**config.mk**
```make
export PLATFORM = sky130hd
export DESIGN_NAME = ws2812b_frame_receiver_flat
export DESIGN_NICKNAME = d
export VERILOG_FILES = /design/src/rtl/ws2812b_pkg.sv /design/src/rtl/ws2812b_frame_receiver_if.sv /design/src/rtl/line_synchronizer.sv /design/src/rtl/ws2812b_frame_receiver.sv /design/src/flat_wrapper.sv
export SDC_FILE = /design/constraint.sdc
export NUM_CORES = 1
export LEC_CHECK = 0
export BUFFER_PORTS_ARGS = -buffer_cell sky130_fd_sc_hd__buf_2
export CAP_MARGIN = 5
export CORE_MARGIN = 4
export CORE_UTILIZATION = 43
export DETAILED_ROUTE_END_ITERATION = 7
export GPL_ROUTABILITY_DRIVEN = 0
export PLACE_DENSITY = 0.67
export SLEW_MARGIN = 0
export SYNTH_ARGS = -nofsm -noshare
export SYNTH_HDL_FRONTEND = slang
export SYNTH_HIERARCHICAL = 1
export SYNTH_SLANG_ARGS = --single-unit
export TNS_END_PERCENT = 100
```
**constraint.sdc**
```tcl
create_clock -name clk -period 2.91 [get_ports clk]
set_clock_uncertainty 0.2 [all_clocks]
set_input_delay 0 -clock clk [delete_from_list [all_inputs] [get_ports clk]]
set_output_delay 0 -clock clk [all_outputs]
set_load 0.02 [all_outputs]
```
**src/rtl/ws2812b_pkg.sv**
```systemverilog
// Shared WS2812B definitions: receiver state encoding, GRB byte layout and
// the default line timing used by both the LED driver and this receiver.
package ws2812b_pkg;

    typedef enum logic [1:0] {
        WAIT_GAP,
        IDLE,
        HIGH,
        LOW
    } rx_state_t;

    // Bit offsets of each colour byte inside a 24-bit GRB pixel word.
    localparam int GRB_G_LSB = 16;
    localparam int GRB_R_LSB = 8;
    localparam int GRB_B_LSB = 0;

    // Default timing at 50 MHz.
    localparam int DEF_MAX_POS           = 109;
    localparam int DEF_BIT_THRESHOLD_CLK = 30;
    localparam int DEF_MAX_HIGH_CLK      = 75;
    localparam int DEF_RESET_CLK_CNT     = 2500;

    function automatic logic [7:0] grb_byte(input logic [23:0] word, input int lsb);
        return word[lsb +: 8];
    endfunction

endpackage

```
**src/rtl/ws2812b_frame_receiver_if.sv**
```systemverilog
// Decoded-pixel bus from the WS2812B receiver to whatever consumes frames.
interface ws2812b_frame_receiver_if
    import ws2812b_pkg::*;
#(
    parameter int MAX_POS = DEF_MAX_POS
);
    localparam int IDX_W = $clog2(MAX_POS);
    localparam int CNT_W = $clog2(MAX_POS + 1);

    logic             pixel_valid;
    logic [IDX_W-1:0] pixel_index;
    logic [7:0]       green_intensity;
    logic [7:0]       red_intensity;
    logic [7:0]       blue_intensity;
    logic             frame_done;
    logic [CNT_W-1:0] pixel_count;
    logic             error;

    modport master (
        output pixel_valid, pixel_index, green_intensity, red_intensity,
               blue_intensity, frame_done, pixel_count, error
    );

    modport slave (
        input  pixel_valid, pixel_index, green_intensity, red_intensity,
               blue_intensity, frame_done, pixel_count, error
    );

endinterface

```
**src/rtl/line_synchronizer.sv**
```systemverilog
// Two-flop synchronizer for the asynchronous LED line, plus a third register
// that turns the synchronized level into single-cycle rise/fall strobes.
module line_synchronizer (
    input  logic clk,
    input  logic rst,
    input  logic din,
    output logic line_s,
    output logic rise,
    output logic fall
);
    logic meta;
    logic line_d;

    // Synchronizer chain and edge-detect delay stage.
    always_ff @(posedge clk or posedge rst) begin
        if (rst) begin
            meta   <= 1'b0;
            line_s <= 1'b0;
            line_d <= 1'b0;
        end else begin
            meta   <= din;
            line_s <= meta;
            line_d <= line_s;
        end
    end

    assign rise = line_s & ~line_d;
    assign fall = ~line_s & line_d;

endmodule

```
**src/rtl/ws2812b_frame_receiver.sv**
```systemverilog
// WS2812B frame receiver: classifies high-pulse widths into bits, assembles
// 24-bit GRB pixels, detects the latch gap that closes a frame, and flags
// over-long pulses, partial pixels and pixel-count overflow.
module ws2812b_frame_receiver
    import ws2812b_pkg::*;
#(
    parameter int MAX_POS           = DEF_MAX_POS,
    parameter int BIT_THRESHOLD_CLK = DEF_BIT_THRESHOLD_CLK,
    parameter int MAX_HIGH_CLK      = DEF_MAX_HIGH_CLK,
    parameter int RESET_CLK_CNT     = DEF_RESET_CLK_CNT
) (
    input  logic clk,
    input  logic rst,
    input  logic leds_line,
    ws2812b_frame_receiver_if.master px
);
    localparam int IDX_W  = $clog2(MAX_POS);
    localparam int CNT_W  = $clog2(MAX_POS + 1);
    localparam int HCNT_W = $clog2(MAX_HIGH_CLK + 1);
    localparam int LCNT_W = $clog2(RESET_CLK_CNT + 1);
    localparam logic [4:0] LAST_BIT = 5'd23;

    logic line_s, rise, fall;

    line_synchronizer u_sync (
        .clk    (clk),
        .rst    (rst),
        .din    (leds_line),
        .line_s (line_s),
        .rise   (rise),
        .fall   (fall)
    );

    rx_state_t         state, next_state;
    logic [HCNT_W-1:0] hcnt;
    logic [LCNT_W-1:0] lcnt;
    logic [22:0]       shreg;
    logic [4:0]        bitcnt;
    logic [CNT_W-1:0]  idx;        // may reach MAX_POS, hence the wider type
    logic              err_frame;  // an error was raised inside the open frame

    logic              pixel_valid_q, frame_done_q, error_q;
    logic [IDX_W-1:0]  index_q;
    logic [7:0]        green_q, red_q, blue_q;
    logic [CNT_W-1:0]  count_q;

    logic        bit_val, bit_done, word_done, overrun, gap_seen, frame_end, idx_full;
    logic [23:0] word;

    // State register.
    always_ff @(posedge clk or posedge rst) begin
        // NOTE: clocked state uses non-blocking assignments so every register samples pre-edge values.
        if (rst) state <= WAIT_GAP;
        else     state <= next_state;
    end

    // Next-state decision from the decode strobes.
    always_comb begin
        // NOTE: default assignment first, so no path through the case leaves next_state unassigned (no latch).
        next_state = state;
        case (state)
            WAIT_GAP: if (gap_seen) next_state = IDLE;
            IDLE:     if (rise)     next_state = HIGH;
            HIGH: begin
                if (bit_done)     next_state = LOW;
                else if (overrun) next_state = WAIT_GAP;
            end
            LOW: begin
                if (rise)           next_state = HIGH;
                else if (frame_end) next_state = IDLE;
            end
            default: next_state = WAIT_GAP;
        endcase
    end

    // Decode strobes: bit value, bit/word completion, overrun and gap detection.
    always_comb begin
        bit_val   = hcnt >= HCNT_W'(BIT_THRESHOLD_CLK);
        word      = {shreg, bit_val};
        bit_done  = (state == HIGH) && fall;
        word_done = bit_done && (bitcnt == LAST_BIT);
        overrun   = (state == HIGH) && !fall && (hcnt >= HCNT_W'(MAX_HIGH_CLK));
        gap_seen  = (state == WAIT_GAP) && (lcnt == LCNT_W'(RESET_CLK_CNT));
        frame_end = (state == LOW) && !rise && (lcnt == LCNT_W'(RESET_CLK_CNT));
        idx_full  = idx >= CNT_W'(MAX_POS);
    end

    // Pulse counters, bit shifting, pixel emission and frame bookkeeping.
    always_ff @(posedge clk or posedge rst) begin
        // NOTE: data registers are reset too, because the outputs must read zero straight out of reset.
        if (rst) begin
            hcnt          <= '0;
            lcnt          <= '0;
            shreg         <= '0;
            bitcnt        <= '0;
            idx           <= '0;
            err_frame     <= 1'b0;
            pixel_valid_q <= 1'b0;
            frame_done_q  <= 1'b0;
            error_q       <= 1'b0;
            index_q       <= '0;
            green_q       <= '0;
            red_q         <= '0;
            blue_q        <= '0;
            count_q       <= '0;
        end else begin
            pixel_valid_q <= 1'b0;
            frame_done_q  <= 1'b0;
            case (state)
                WAIT_GAP: begin
                    if (line_s)         lcnt <= '0;
                    else if (!gap_seen) lcnt <= lcnt + 1'b1;
                end
                IDLE: if (rise) hcnt <= HCNT_W'(1);
                HIGH: begin
                    if (bit_done) begin
                        lcnt  <= LCNT_W'(1);
                        shreg <= word[22:0];
                        if (word_done) begin
                            bitcnt <= '0;
                            if (idx_full) begin
                                error_q   <= 1'b1;
                                err_frame <= 1'b1;
                            end else begin
                                pixel_valid_q <= 1'b1;
                                index_q       <= idx[IDX_W-1:0];
                                green_q       <= grb_byte(word, GRB_G_LSB);
                                red_q         <= grb_byte(word, GRB_R_LSB);
                                blue_q        <= grb_byte(word, GRB_B_LSB);
                                idx           <= idx + 1'b1;
                            end
                        end else begin
                            bitcnt <= bitcnt + 1'b1;
                        end
                    end else if (overrun) begin
                        // Abandon the frame; the next one starts clean after a gap.
                        error_q   <= 1'b1;
                        err_frame <= 1'b0;
                        shreg     <= '0;
                        bitcnt    <= '0;
                        idx       <= '0;
                        lcnt      <= '0;
                    end else begin
                        hcnt <= hcnt + 1'b1;
                    end
                end
                LOW: begin
                    if (rise) begin
                        hcnt <= HCNT_W'(1);
                    end else if (frame_end) begin
                        frame_done_q <= 1'b1;
                        count_q      <= idx;
                        idx          <= '0;
                        bitcnt       <= '0;
                        shreg        <= '0;
                        error_q      <= err_frame || (bitcnt != '0);
                        err_frame    <= 1'b0;
                    end else begin
                        lcnt <= lcnt + 1'b1;
                    end
                end
                default: ;
            endcase
        end
    end

    assign px.pixel_valid     = pixel_valid_q;
    assign px.pixel_index     = index_q;
    assign px.green_intensity = green_q;
    assign px.red_intensity   = red_q;
    assign px.blue_intensity  = blue_q;
    assign px.frame_done      = frame_done_q;
    assign px.pixel_count     = count_q;
    assign px.error           = error_q;

endmodule

```
**src/flat_wrapper.sv**
```systemverilog
// flat-port wrapper written by rule: the top's interface ports become plain ports
module ws2812b_frame_receiver_flat import ws2812b_pkg::*;
#(
    parameter int MAX_POS           = DEF_MAX_POS,
    parameter int BIT_THRESHOLD_CLK = DEF_BIT_THRESHOLD_CLK,
    parameter int MAX_HIGH_CLK      = DEF_MAX_HIGH_CLK,
    parameter int RESET_CLK_CNT     = DEF_RESET_CLK_CNT
)
  (clk, rst, leds_line, px_pixel_valid, px_pixel_index, px_green_intensity, px_red_intensity, px_blue_intensity, px_frame_done, px_pixel_count, px_error);
  ws2812b_frame_receiver_if #(.MAX_POS(MAX_POS)) px_i ();
  input  logic clk;
  input  logic rst;
  input  logic leds_line;
  output wire logic [$bits(px_i.pixel_valid)-1:0] px_pixel_valid;
  output wire logic [$bits(px_i.pixel_index)-1:0] px_pixel_index;
  output wire logic [$bits(px_i.green_intensity)-1:0] px_green_intensity;
  output wire logic [$bits(px_i.red_intensity)-1:0] px_red_intensity;
  output wire logic [$bits(px_i.blue_intensity)-1:0] px_blue_intensity;
  output wire logic [$bits(px_i.frame_done)-1:0] px_frame_done;
  output wire logic [$bits(px_i.pixel_count)-1:0] px_pixel_count;
  output wire logic [$bits(px_i.error)-1:0] px_error;
  assign px_pixel_valid = px_i.pixel_valid;
  assign px_pixel_index = px_i.pixel_index;
  assign px_green_intensity = px_i.green_intensity;
  assign px_red_intensity = px_i.red_intensity;
  assign px_blue_intensity = px_i.blue_intensity;
  assign px_frame_done = px_i.frame_done;
  assign px_pixel_count = px_i.pixel_count;
  assign px_error = px_i.error;
  ws2812b_frame_receiver #(.MAX_POS(MAX_POS), .BIT_THRESHOLD_CLK(BIT_THRESHOLD_CLK), .MAX_HIGH_CLK(MAX_HIGH_CLK), .RESET_CLK_CNT(RESET_CLK_CNT)) u_core (.clk(clk), .rst(rst), .leds_line(leds_line), .px(px_i));
endmodule
```
==> metrics.cfg <==
[global_route]
overflow=0
grt_pass1_wl_um=15400
grt_max_degree=62
grtUsageTotal_pct=16.0
grt_pass1_vias=3342
antenna_found_initial=0

[finish]
nNetsFinal=497
area_growth_pct=12.8
fin_util_pct=50.4
drive_gt1_share_pct=16.7
diodes=0

[detailed_routing]
wl_per_cell_um=13.9
ant_nets=0
drc=0
vias=3293
drt_iter0_markers=205
wirelength_um=8660
drtPass1Iterations=4
via_per_inst=5.28

[die]
die_w_um=110
die_h_um=110
fp-row-count=36
num_io_pins=44
die_area_mm2=0.0120
core-area_mm2=0.00991
initial_utilization_pct=44.7

[timing]
max_slew_margin_pct=43.8
timing.final.hold_violations=0
worst_slew_pin_slew_ns=0.838
setup_tns_ns=0
drv_slew=0
finalSetupViolations=0
fmax_mhz=423
fin_crit_sh_pct=81.2
period_minus_slack_ns=2.36
rsz0062_at_grt=no

[place]
dp_hpwl_um=5800
place.port_buffers=43

[synthesis]
avgSynthCellArea_um2=9.92
synth_cell_types=50
synth_edf_count=0
yosysWarningCount=6
syn-num-nets=458
synthArstFlopShare_pct=100
netlist_instances=447
yosys_most_used_dff=dfrtp_1
seq_area_frac_synth_pct=57.0
ys_seq_elements=101
synth_area_mm2=0.00443

[critical_path]
required_ns=3.01
cp-startpoint=u_core/lcnt[5]
reg2reg_from=u_core/lcnt[5]
r2r_slack_ns=0.55
reg2reg_to=u_core/err_frame
crit_type=reg -> reg
worstSetupEndpointType=flop
startpoint_type=flop
ff2ff_path_depth=6
cp.arrival_ns=2.47
cp_max_fo=38

[cts]
cts_root_buffer=clkbuf_8
clk_pin_slew_ns=0.11
clkLatencyLatePin_ns=0.37
numCtsBuffers=9
h-tree-depth=3
cts_tree=built
clock_path_buffers=2
clock-sinks=101

[power_and_ir_drop]
power.density_mw_per_mm2=498
power_leakage_nw=2.63
ir_drop_uv=282

[status]
status=finished, final reports clean

[flow_run]
cap_violations=0

[hold_path]
hp-class=in -> async

[worst max-delay path, cell delays in order, from the launching register on]
cell and delay [ns]:
dfrtp_1 0.47, or4b_4 0.55, o41ai_2 0.35, o21ai_2 0.08, buf_4 0.26, nor3_1 0.23
o22a_1 0.15
[per-stage QoR]
step           instances  hold WS [ns]  area [um^2]  setup slack, ns  total power (W)
3_3_place_gp         605        -0.301         4750            0.610          0.00156
6_report             624        0.0863         5000            0.547          0.00249
5_1_grt              624        0.0813         5000            0.358          0.00259
2_1_floorplan        447        -0.446         4430            0.148          0.00153
3_5_place_dp         605        -0.300         4750            0.561          0.00156
4_1_cts              624        0.0598         5000            0.530          0.00252
[registers in the layout (all words and copies together), names as in the netlist, 5 cells and up]
signal and flops:
u_core/hcnt 7, u_core/lcnt 12, u_core/px.blue_intensity 8, u_core/px.green_intensity 8, u_core/bitcnt 5, u_core/px.pixel_count 7
u_core/px.pixel_index 7, u_core/px.red_intensity 8, u_core/shreg 23, u_core/idx 7
[cell usage in the layout, fill, tap and decap left out, types with 9 or more instances in the layout]
| master | netlist | layout |
|---|---|---|
| nand2_1 | 115 | 115 |
| dfrtp_1 | 101 | 101 |
| buf_2 | 5 | 43 |
| a21oi_1 | 26 | 26 |
| a22o_1 | 24 | 24 |
| nor2_1 | 19 | 19 |
| nand3_1 | 17 | 17 |
| inv_1 | 15 | 14 |
| o21ai_0 | 14 | 13 |
| a31oi_1 | 12 | 12 |
| clkbuf_8 | 0 | 9 |
[power breakdown]
group	internal (W)	switching (W)
clock network	0.000422	0.000534
registers	0.00142	0.0000245
logic	0.0000332	0.0000551
total	0.00187	0.000614
[layout make-up]
class | count | area (um^2)
fillers | 920 | 4910
flip-flops and latches | 101 | 2530
multi-input cells | 304 | 1720
repair buffers | 54 | 305
well taps | 133 | 166
clock buffers | 9 | 124
clock inverters | 7 | 93.8
inverters | 16 | 62.6
[cell usage after synthesis (all sizes together) (2+ instances only)]
| cell type | number | share of area (%) |
|---|---|---|
| nand2 | 115 | 9.7 |
| dfrtp | 101 | 57 |
| a21oi | 26 | 2.9 |
| a22o | 24 | 4.7 |
| nor2 | 19 | 1.6 |
| nand3 | 17 | 1.9 |
| o21ai | 17 | 1.9 |
| clkbuf | 16 | 1.4 |
| inv | 15 | 1.3 |
| a31oi | 12 | 1.7 |
| buf | 10 | 1.6 |
| ha | 8 | 2.3 |
| nor3 | 7 | 0.79 |
| and3 | 6 | 0.85 |
| mux2 | 6 | 1.5 |
| nand4 | 4 | 0.56 |
| and2 | 3 | 0.42 |
| nand2b | 3 | 0.42 |
| o211ai | 3 | 0.62 |
| or3 | 3 | 0.42 |
| xor2 | 3 | 0.59 |
| mux2i | 2 | 0.45 |
| nor2b | 2 | 0.28 |
| o21a | 2 | 0.34 |
| o22a | 2 | 0.40 |
| o31ai | 2 | 0.45 |
| or4 | 2 | 0.34 |
| or4b | 2 | 0.54 |
[logic make-up (layout without fill, tap and decap cells)]
kind of cell               Yosys count  after routing  share of synthesized area (%)
muxes                                8              8                           1.98
xor gates and xnor gates             3              3                          0.593
buffers and inverters               42             86                           4.29
and+or+nand+nor                    190            190                           19.3
adders and majority gates            8              8                           2.26
DFF                                101            101                           57.0
AOI/OAI and AO/OA                   95             95                           14.6
[worst max path at each step]
stage,end,slack [ns],depth (start not counted)
final,u_core/err_frame,0.55,6
after global routing,u_core/err_frame,0.36,6
after CTS,u_core/err_frame,0.53,6
after detailed placement,u_core/lcnt[8],0.56,3
after global placement,u_core/err_frame,0.61,6
after floorplan,u_core/bitcnt[0],0.15,1
[timing repair]
item                       CTS  global route
hold buffers                 3             0
setup buffers                0             0
setup endpoints to repair    0             0
resized for setup            0             0
hold endpoints to repair    63             0
[per-layer routing]
layer | share of wire (%) | track usage (%) | up-vias
met5 | 0 | 0 | -
met4 | 1.2 | 5.52 | 0
met3 | 4.0 | 3.23 | 9
met2 | 47 | 25.5 | 57
met1 | 48 | 21.8 | 1610
li1 | - | - | 1617
No activity file was read; power rests on OpenSTA's default activity.
